### config.mk
export PLATFORM = sky130hd
export DESIGN_NAME = return_button_tracker_flat
export DESIGN_NICKNAME = d
export VERILOG_FILES = /design/src/rtl/sudoku_ui_pkg.sv /design/src/rtl/return_button_tracker_if.sv /design/src/rtl/return_button_tracker_debouncer.sv /design/src/rtl/return_button_tracker.sv /design/src/flat_wrapper.sv
export SDC_FILE = /design/constraint.sdc
export NUM_CORES = 1
export LEC_CHECK = 0
export CAP_MARGIN = 15
export CORE_ASPECT_RATIO = 0.7
export CORE_UTILIZATION = 35
export DETAILED_ROUTE_END_ITERATION = 6
export PLACE_DENSITY = 0.64
export RECOVER_POWER = 50
export SLEW_MARGIN = 20
export SYNTH_ARGS = -nofsm -noshare
export SYNTH_HDL_FRONTEND = slang
export SYNTH_SLANG_ARGS = --single-unit
### constraint.sdc
create_clock -name clk -period 3 [get_ports clk]
set_clock_uncertainty 0.2 [all_clocks]
set_input_delay 0.45 -clock clk [delete_from_list [all_inputs] [get_ports clk]]
set_output_delay 0.45 -clock clk [all_outputs]
set_load 0.01 [all_outputs]
### src/rtl/sudoku_ui_pkg.sv
// Shared UI definitions for the sudoku screens: screen size, return-button
// rectangle, button-tracker state encoding and a rectangle hit-test helper.
package sudoku_ui_pkg;

    localparam int H_ACTIVE = 640;
    localparam int V_ACTIVE = 480;

    // Return-button rectangle, inclusive edges; the sprite address map uses the same values.
    localparam int unsigned RET_BTN_X0 = 256;
    localparam int unsigned RET_BTN_X1 = 383;
    localparam int unsigned RET_BTN_Y0 = 352;
    localparam int unsigned RET_BTN_Y1 = 399;

    localparam int DB_CNT_W = 20;

    typedef enum logic [1:0] {
        IDLE     = 2'd0,
        ARMED    = 2'd1,
        DRAGGED  = 2'd2,
        HELD_OUT = 2'd3
    } btn_state_e;

    function automatic logic in_rect(
        input logic [9:0] x,
        input logic [9:0] y,
        input logic [9:0] x0,
        input logic [9:0] x1,
        input logic [9:0] y0,
        input logic [9:0] y1
    );
        return (x >= x0) && (x <= x1) && (y >= y0) && (y <= y1);
    endfunction

endpackage

### src/rtl/return_button_tracker_if.sv
// Mouse/button signal bundle between the cursor source and the return-button tracker.
interface return_button_tracker_if;

    logic       enable;
    logic [9:0] mouse_x;
    logic [9:0] mouse_y;
    logic       MOUSE_LEFT;
    logic       mouse_on_return_button;
    logic       mouse_left_db;
    logic       return_click;
    logic [1:0] btn_state;

    modport master (
        output enable, mouse_x, mouse_y, MOUSE_LEFT,
        input  mouse_on_return_button, mouse_left_db, return_click, btn_state
    );

    modport slave (
        input  enable, mouse_x, mouse_y, MOUSE_LEFT,
        output mouse_on_return_button, mouse_left_db, return_click, btn_state
    );

endinterface

### src/rtl/return_button_tracker_debouncer.sv
// Level debouncer: a new input level is accepted only after it has differed
// from the accepted level for DEBOUNCE_CYCLES consecutive cycles.
module button_debouncer
    import sudoku_ui_pkg::*;
#(
    parameter int unsigned DEBOUNCE_CYCLES = 100000
) (
    input  logic clk,
    input  logic rst,
    input  logic level_i,
    output logic level_o
);

    localparam logic [DB_CNT_W-1:0] CNT_LAST = DB_CNT_W'(DEBOUNCE_CYCLES - 1);

    logic [DB_CNT_W-1:0] cnt_q, cnt_d;
    logic                level_q, level_d;

    always_comb begin
        // NOTE: every output of this block gets a default first, so no path can infer a latch.
        cnt_d   = cnt_q;
        level_d = level_q;
        if (level_i == level_q) begin
            cnt_d = '0;
        end else if (cnt_q >= CNT_LAST) begin
            level_d = level_i;
            cnt_d   = '0;
        end else begin
            cnt_d = cnt_q + 1'b1;
        end
    end

    always_ff @(posedge clk) begin
        // NOTE: state registers use non-blocking assignments so all flops update from pre-edge values.
        if (rst) begin
            cnt_q   <= '0;
            level_q <= 1'b0;
        end else begin
            cnt_q   <= cnt_d;
            level_q <= level_d;
        end
    end

    assign level_o = level_q;

endmodule

### src/rtl/return_button_tracker.sv
// Game-over return button: registered hover flag, debounced left button and a
// one-cycle click pulse for a press and release that both land inside the button.
module return_button_tracker
    import sudoku_ui_pkg::*;
#(
    parameter int unsigned BTN_X0          = RET_BTN_X0,
    parameter int unsigned BTN_X1          = RET_BTN_X1,
    parameter int unsigned BTN_Y0          = RET_BTN_Y0,
    parameter int unsigned BTN_Y1          = RET_BTN_Y1,
    parameter int unsigned DEBOUNCE_CYCLES = 100000
) (
    input logic                   clk,
    input logic                   rst,
    return_button_tracker_if.slave bus
);

    logic       hit;
    logic       left_db;
    logic       press_edge;
    logic       inside_q;
    logic       db_prev_q;
    logic       click_q;
    btn_state_e state_q;

    button_debouncer #(
        .DEBOUNCE_CYCLES(DEBOUNCE_CYCLES)
    ) u_left_db (
        .clk    (clk),
        .rst    (rst),
        .level_i(bus.MOUSE_LEFT),
        .level_o(left_db)
    );

    assign hit = in_rect(bus.mouse_x, bus.mouse_y,
                         10'(BTN_X0), 10'(BTN_X1), 10'(BTN_Y0), 10'(BTN_Y1));

    // Edge against the previous accepted level, so a button already held when enable rises never arms.
    assign press_edge = left_db && !db_prev_q;

    always_ff @(posedge clk) begin
        if (rst) begin
            state_q   <= IDLE;
            click_q   <= 1'b0;
            inside_q  <= 1'b0;
            db_prev_q <= 1'b0;
        end else begin
            inside_q  <= hit && bus.enable;
            db_prev_q <= left_db;
            click_q   <= 1'b0;
            if (!bus.enable) begin
                state_q <= IDLE;
            end else begin
                case (state_q)
                    IDLE: begin
                        if (press_edge) state_q <= inside_q ? ARMED : HELD_OUT;
                    end
                    ARMED: begin
                        if (!left_db) begin
                            state_q <= IDLE;
                            click_q <= inside_q;
                        end else if (!inside_q) begin
                            state_q <= DRAGGED;
                        end
                    end
                    DRAGGED: begin
                        if (!left_db)     state_q <= IDLE;
                        else if (inside_q) state_q <= ARMED;
                    end
                    HELD_OUT: begin
                        if (!left_db) state_q <= IDLE;
                    end
                    default: state_q <= IDLE;
                endcase
            end
        end
    end

    assign bus.mouse_on_return_button = inside_q;
    assign bus.mouse_left_db          = left_db;
    assign bus.return_click           = click_q;
    assign bus.btn_state              = state_q;

endmodule

### src/flat_wrapper.sv
// flat-port wrapper written by rule: the top's interface ports become plain ports
module return_button_tracker_flat import sudoku_ui_pkg::*;
#(
    parameter int unsigned BTN_X0          = RET_BTN_X0,
    parameter int unsigned BTN_X1          = RET_BTN_X1,
    parameter int unsigned BTN_Y0          = RET_BTN_Y0,
    parameter int unsigned BTN_Y1          = RET_BTN_Y1,
    parameter int unsigned DEBOUNCE_CYCLES = 100000
)
  (clk, rst, bus_enable, bus_mouse_x, bus_mouse_y, bus_MOUSE_LEFT, bus_mouse_on_return_button, bus_mouse_left_db, bus_return_click, bus_btn_state);
  return_button_tracker_if bus_i ();
  input logic clk;
  input logic rst;
  input wire logic [$bits(bus_i.enable)-1:0] bus_enable;
  input wire logic [$bits(bus_i.mouse_x)-1:0] bus_mouse_x;
  input wire logic [$bits(bus_i.mouse_y)-1:0] bus_mouse_y;
  input wire logic [$bits(bus_i.MOUSE_LEFT)-1:0] bus_MOUSE_LEFT;
  output wire logic [$bits(bus_i.mouse_on_return_button)-1:0] bus_mouse_on_return_button;
  output wire logic [$bits(bus_i.mouse_left_db)-1:0] bus_mouse_left_db;
  output wire logic [$bits(bus_i.return_click)-1:0] bus_return_click;
  output wire logic [$bits(bus_i.btn_state)-1:0] bus_btn_state;
  assign bus_i.enable = bus_enable;
  assign bus_i.mouse_x = bus_mouse_x;
  assign bus_i.mouse_y = bus_mouse_y;
  assign bus_i.MOUSE_LEFT = bus_MOUSE_LEFT;
  assign bus_mouse_on_return_button = bus_i.mouse_on_return_button;
  assign bus_mouse_left_db = bus_i.mouse_left_db;
  assign bus_return_click = bus_i.return_click;
  assign bus_btn_state = bus_i.btn_state;
  return_button_tracker #(.BTN_X0(BTN_X0), .BTN_X1(BTN_X1), .BTN_Y0(BTN_Y0), .BTN_Y1(BTN_Y1), .DEBOUNCE_CYCLES(DEBOUNCE_CYCLES)) u_core (.clk(clk), .rst(rst), .bus(bus_i));
endmodule
==> metrics.md, run 1 <==
| Metric | Value |
|---|---|
| Critical path arrival | `2.25 ns` |
| Final nets | `172` |
| H-tree Lvls | `1` |
| Post-CTS Resized | `0` |
| Post-synth EDFFs | `0` |
| Met3 usage | `0.04217` |
| Finished Cell Area | `0.001441 sq mm` |
| Post-DR vias/cell | `4.826` |
| Met1 Use GR | `0.1767` |
| RSZ-0062 raised after global routing | `false` |
| Pre-CTS setup slack | `0.7146 ns` |
| CP Class | `reg2reg` |
| Simple-gate share of the synthesized area | `0.3118` |
| Max stage delay cell, worst path | `or4_1` |
| CTS Hold Bufs | `0` |
| Slew headroom | `0.5178` |
| Setup Buffers After CTS | `0` |
| Die area | `0.003611 sq mm` |
| Routed wire length | `2042 microns` |
| Ant. Diodes | `0` |
| Dpl cells | `180` |
| Failing checks | `DRC` |
| DR DRC count | `1` |
| Chip Width | `71.40 microns` |
| Final core occ | `0.4518` |
| Most used DFF post-synth | `dfxtp_1` |
| Critical path's largest stage delay | `0.55 ns` |
| Drt first pass iters | `6` |
| Routability congestion estimate | `0.7683` |
| Cell variety after synth | `31` |
| Crit-path cells | `or4_1 -> or4_1 -> o21ai_4 -> o21bai_2 -> mux2_4` |
| Vias in the first global route | `766` |
| Row count | `17` |
| GR peak layer | `met2` |
| Cell mode on critical path | `or4_1` |
| Vias | `888` |
| CTS tree | `built` |
| Compound-cell area share of the yosys netlist | `0.08802` |
| Final cell count without fillers | `184` |
| Pwr/cell area | `422.9 mW/mm^2` |
| CTS buffer count | `3` |
| Mux cell area share after synthesis | `0.01273` |
| Global-route wire length before repair | `3512 microns` |
| Critical-path maximum fanout | `4` |
| Post-synthesis xor/xnor area fraction | `0.1039` |
| Io pins | `29` |
| Seq cells post-synth | `26` |
| Most frequent cells after synthesis | `dfxtp_1, nor2_1, xnor2_1, nand3_1, nor2_4` |
| Global Route met2 Usage | `0.1905` |
| Wire length per cell | `11.10 microns` |
| Largest family of logic cells by synthesized area | `simple AND/OR/NAND/NOR gates` |
| Status | `finished with violations` |
| Final Hold Violating Endpoints | `0` |
| Area leader, netlist | `dfxtp_1` |
| Yosys top cell area share | `0.4411` |
| Top-count cell post-synth | `dfxtp_1` |
| CP required | `2.96 ns` |
| Setup WS post-layout | `0.7094 ns` |
| Latest clock arrival within the worst-skew pair | `0.27 ns` |
| Remaining Overflow, GRT | `0` |
| Area delta synth->final | `22.16%` |
| Fin crit share | `0.7635` |
| Mapped Cells | `124` |
| Fraction of layout instances using a drive strength above 1 | `0.1233` |
| Final HPWL DP | `1561 microns` |
| Sequential share of the synthesized area | `0.4411` |
| Initial Util | `0.3698` |
| Ys async rst share | `0` |
| Worst-case clock buffer depth | `2` |
| Clock tree sinks | `26` |
| Area after DPL | `0.001390 sq mm` |
| Synth top area cells | `dfxtp_1, nor2_4, xnor2_1` |
| Setup TNS | `0 ns` |
| Clk slew on worst S/H paths | `0.09 ns` |
| Synthesized area | `0.001180 sq mm` |
| Number of buffers added on ports | `17` |
| Leak pwr | `0.4722 nW` |
| YS warnings | `0` |
| Max_cap viols | `0` |
| Worst vdd ir | `0.0001885 V` |
| DR iter-0 viols | `58` |
| Gr usage total | `0.1288` |
| Initial antenna violation count | `0` |
| Least-Margin Pin Slew | `0.7214 ns` |
| Final Max Tran Viols | `0` |
| Synthesized area per cell | `9.515 sq um` |
| Worst hold path type | `reg2reg` |
| Final min period | `2.291 ns` |
| Post-DRT Antenna Nets | `0` |
| CTS Root Cell | `clkbuf_8` |
| Largest net degree at the start of global routing | `16` |
| Setup violators final | `0` |
| Adder-Cell Fraction of Synth Area | `0.01060` |
| Core Box Area | `0.003191 sq mm` |
| Die H | `50.58 microns` |
| Fmax | `436.6 MHz` |
| Critical path launch point type | `flop` |
| CP Capture Type | `flop` |
placed cells by master (no fill, tap or decap), types with 2 or more instances in the layout:
master	Yosys	routed
dlygate4sd3_1	0	6
xor2_1	4	4
or3_1	2	2
o21ai_1	2	2
and3_1	2	2
or4_1	1	2
nor4_1	5	5
conb_1	1	3
nor2_4	8	8
clkbuf_8	0	4
nand2_1	7	7
xnor2_1	10	10
nor2b_1	4	4
clkdlybuf4s50_1	0	11
a21oi_1	4	4
dfxtp_1	26	26
nor3_1	4	4
nor2_1	14	14
inv_1	5	5
nand3_1	9	9
nor2_2	2	2
nand4_1	2	2
worst max-delay path, delay by kind of cell, from the launching register on:
family / cells / cell delay (ns)
AND/OR/NAND/NOR: 2 / 1.02
flip-flops: 1 / 0.35
AO/OA/AOI/OAI: 2 / 0.32
multiplexers: 1 / 0.29
path summary, 6_finish.rpt:
path,start,end,slack [ns],depth (start not counted)
worst max-delay path,u_core.u_left_db.cnt_q[11],u_core.u_left_db.level_o,0.71,5
worst min-delay path,u_core.u_left_db.cnt_q[0],u_core.u_left_db.cnt_q[0],0.26,1
worst max register to register,u_core.u_left_db.cnt_q[11],u_core.u_left_db.level_o,0.71,5
worst min register to register,u_core.u_left_db.cnt_q[0],u_core.u_left_db.cnt_q[0],0.26,1
metal layers:
metal,wire [microns],share of wire
met5,0,0
met4,0,0
met3,61,0.030
met2,950,0.47
met1,1030,0.50
report_power, final:
part           switching [mW]  internal (mW)  leakage, nW
Combinational          0.0117         0.0227        0.232
Clock                   0.106          0.117       0.0288
Sequential            0.00295          0.349        0.211
Total                   0.120          0.489        0.472
state kept, by name, indices dropped and copies added (netlist names):
register and count:
u_core.u_left_db.cnt_q 20, u_core.u_left_db.level_o 1, u_core.db_prev_q 1, u_core.bus.btn_state 2, u_core.bus.return_click 1, u_core.bus.mouse_on_return_button 1
area by class of cell:
| class | instances | area (sq um) |
|---|---|---|
| fillers | 319 | 1749 |
| multi-input cells | 94 | 629.4 |
| flip-flops and latches | 26 | 520.5 |
| repair buffers | 17 | 170.2 |
| clock buffers | 4 | 55.05 |
| well taps | 38 | 47.55 |
| inverters | 5 | 18.77 |
per-stage QoR:
step	total power [mW]	hold WS, ns
after CTS	0.6146	0.2673
after global placement	0.3947	0.2365
after detailed placement	0.3961	0.2464
after floorplan	0.3746	0.2276
after global routing	0.6377	0.2812
final	0.6096	0.2627
logic make-up after synthesis:
family                     after synthesis
AOI/OAI and AO/OA                       13
and+or+nand+nor                         62
other                                    1
buffers and inverters                    6
adders and majority gates                1
muxes                                    1
xor gates and xnor gates                14
DFF                                     26
Power figures use the tool's default switching activity.
==> run 2: changes to the inputs <==
==> constraint.sdc (replaced) <==
create_clock -name clk -period 2.21 [get_ports clk]
set_clock_uncertainty 0.2 [all_clocks]
set_input_delay 0.3315 -clock clk [delete_from_list [all_inputs] [get_ports clk]]
set_output_delay 0.3315 -clock clk [all_outputs]
set_load 0.01 [all_outputs]
==> run 2 against run 1 <==
The run still ends with DRC left. Setup slack worse by 0.70 ns. Non-clock buffer count up 9. Core utilization up 2.1 points. Die area unchanged. Cell area up 4.7%. Maximum frequency up 4.1%. Routed wire length up 14%. Total power up 29%. Cell count up 4.3%. Combinational power up 40%. Hold slack better by 0.051 ns. Sequential cell count unchanged. Critical path type unchanged. Critical endpoint unchanged.
==> metrics.md, run 2 (synthesis results as in run 1) <==
| Metric | Value |
|---|---|
| CP Class | `reg2reg` |
| Fmax | `454.6 MHz (+4.1%)` |
| Chip Width | `71.40 microns (unchanged)` |
| Crit-path cells | `or4_4 -> or4_4 -> o21ai_4 -> o21bai_2 -> mux2_4` |
| Wire length per cell | `12.14 microns (+9.3%)` |
| Total Power | `786.4 uW (+29%)` |
| Post-DRT Antenna Nets | `0 (unchanged)` |
| CTS buffer count | `3 (unchanged)` |
| Final min period | `2.200 ns (-0.09066 ns)` |
| CTS tree | `built` |
| Delay-heaviest family, CP | `simple AND/OR/NAND/NOR gates` |
| Final HPWL DP | `1787 microns (+14%)` |
| Latest clock arrival within the worst-skew pair | `0.27 ns (about the same)` |
| Failing checks | `DRC` |
| DR iter-0 viols | `57 (-1.7%)` |
| Final cell count without fillers | `192 (+4.3%)` |
| Dpl cells | `188 (+4.4%)` |
| Remaining Overflow, GRT | `0 (unchanged)` |
| Leak pwr | `0.5128 nW (+8.6%)` |
| Clk pwr share | `0.331 (-0.035)` |
| Max stage delay cell, worst path | `or4_4` |
| Status | `finished with violations` |
| Max reg flops | `20 (unchanged)` |
| Crit path buffers/inverters | `0 (unchanged)` |
| Critical-path maximum fanout | `4 (unchanged)` |
| Ant. Diodes | `0 (unchanged)` |
| Most common cell after layout, fill and taps aside | `dfxtp_1` |
| Routability congestion estimate | `0.7720 (+0.48%)` |
| CP required | `2.17 ns (-0.79 ns)` |
| Sw frac | `0.2011 (+0.003783)` |
| Setup violators final | `0 (unchanged)` |
| Clock tree sinks | `26 (unchanged)` |
| Die area | `0.003611 sq mm (unchanged)` |
| Critical path's largest stage delay | `0.52 ns (-0.03 ns)` |
| H-tree Lvls | `1 (unchanged)` |
| Internal | `628.2 uW (+28%)` |
| Sw power | `158.2 uW (+31%)` |
| Critical path launch point type | `flop` |
| Core Box Area | `0.003191 sq mm (unchanged)` |
| Final Max Tran Viols | `0 (unchanged)` |
| Io pins | `29 (unchanged)` |
| Drt first pass iters | `6 (unchanged)` |
| CTS Root Cell | `clkbuf_8` |
| Reg power frac | `0.608 (+0.030)` |
| CP Capture Type | `flop` |
| Final nets | `181 (+5.2%)` |
| Vias | `931 (+4.8%)` |
| Worst vdd ir | `0.0001800 V (-4.5%)` |
| Cell mode on critical path | `or4_4` |
| Critical path arrival | `2.16 ns (-0.09 ns)` |
| Largest net degree at the start of global routing | `16 (unchanged)` |
| Row count | `17 (unchanged)` |
| Routed wire length | `2330 microns (+14%)` |
| Global-route wire length before repair | `3933 microns (+12%)` |
| Post-DR vias/cell | `4.849 (+0.47%)` |
| Die H | `50.58 microns (unchanged)` |
| Commonest cells after routing, fill and taps aside | `dfxtp_1, nor2_1, clkdlybuf4s50_1, xnor2_1, nand3_1` |
| Gr usage total | `0.1417 (+0.01289)` |
| Fin crit share | `0.9954 (+0.2319)` |
| Initial antenna violation count | `0 (unchanged)` |
| RSZ-0062 raised after global routing | `true` |
| Clk slew on worst S/H paths | `0.08 ns (about the same)` |
| Vias in the first global route | `900 (+17%)` |
| Worst hold margin | `0.3138 ns (+0.05105 ns)` |
| Worst hold path type | `reg2reg` |
| Area delta synth->final | `27.89%` |
| Worst-case clock buffer depth | `2 (unchanged)` |
| Initial Util | `0.3698 (unchanged)` |
| DR DRC count | `1 (unchanged)` |
| Top reg by flops | `u_core.u_left_db.cnt_q` |
| Number of buffers added on ports | `17 (unchanged)` |
| Final Hold Violating Endpoints | `0 (unchanged)` |
| Fraction of layout instances using a drive strength above 1 | `0.1948 (+0.07152)` |
| Pwr/cell area | `521.2 mW/mm^2 (+23%)` |
| Max_cap viols | `0 (unchanged)` |
| Combinational share of power | `0.061 (+0.005)` |
==> run 2: cell count changes in the layout (fill, tap and decap cells not counted) <==
cell | previous run | this run
buf_4 | 0 | 8
dfxtp_1 | 26 | 24
dfxtp_2 | 0 | 2
or4_1 | 2 | 0
or4_4 | 0 | 2
buf_6 | 0 | 1
clkbuf_8 | 4 | 3
==> run 2: cell type report <==
class                      count  area (sq um)
clock buffer                   3         41.29
fill                         302          1682
tap                           38         47.55
timing repair buffer          26         241.5
inverter                       5         18.77
sequential                    26         523.0
multi-input combinational     94         636.9
==> run 2: power groups by stage <==
stage,clock [mW],sequential (mW),combinational (mW)
final,0.260,0.478,0.0481
after global routing,0.287,0.479,0.0525
after CTS,0.268,0.478,0.0505
after detailed placement,0,0.489,0.0487
after global placement,0,0.489,0.0472
after floorplan,0,0.490,0.0188
==> run 2: metrics by stage <==
step                setup WS, ns   TNS, ns  area (sq um)    util
global route            -0.03765  -0.05087          1509  0.4729
finish                   0.01007         0          1509  0.4729
global placement         0.01808         0          1450  0.4545
CTS                     -0.01378  -0.01378          1515  0.4749
floorplan                0.03110         0          1187       -
detailed placement      -0.02535   -0.1924          1450  0.4545
==> run 2: layer usage <==
| metal | GRT usage | part of all wire | vias up |
|---|---|---|---|
| met1 | 0.1677 | 0.47 | 431 |
| met2 | 0.2381 | 0.49 | 11 |
| li1 | - | - | 485 |
| met5 | 0 | 0 | - |
| met3 | 0.04819 | 0.035 | 4 |
| met4 | 0.05333 | 0.012 | 0 |
==> run 2: path summary, 6_finish.rpt <==
| check | start | endpoint | slack, ns | cells past startpoint |
|---|---|---|---|---|
| hold reg to reg | u_core.bus.btn_state[1] | u_core.bus.return_click | 0.31 | 1 |
| setup reg to reg | u_core.u_left_db.cnt_q[8] | u_core.u_left_db.level_o | 0.01 | 5 |
| setup / recovery | u_core.u_left_db.cnt_q[8] | u_core.u_left_db.level_o | 0.01 | 5 |
| hold / removal | u_core.bus.btn_state[1] | u_core.bus.return_click | 0.31 | 1 |
==> run 2: worst register-to-register path, stage by stage (launching register included) <==
cell and delay [ns]:
dfxtp_2 0.34, or4_4 0.52, or4_4 0.44, o21ai_4 0.22, o21bai_2 0.09, mux2_4 0.29
==> run 2: repair_timing <==
item                                    in CTS  in global routing
hold buffers                                 0                  0
pin swaps                                    3                  1
gates resized for setup                      1                  2
endpoints found under the setup margin      16                  7
buffers inserted                             1                  0
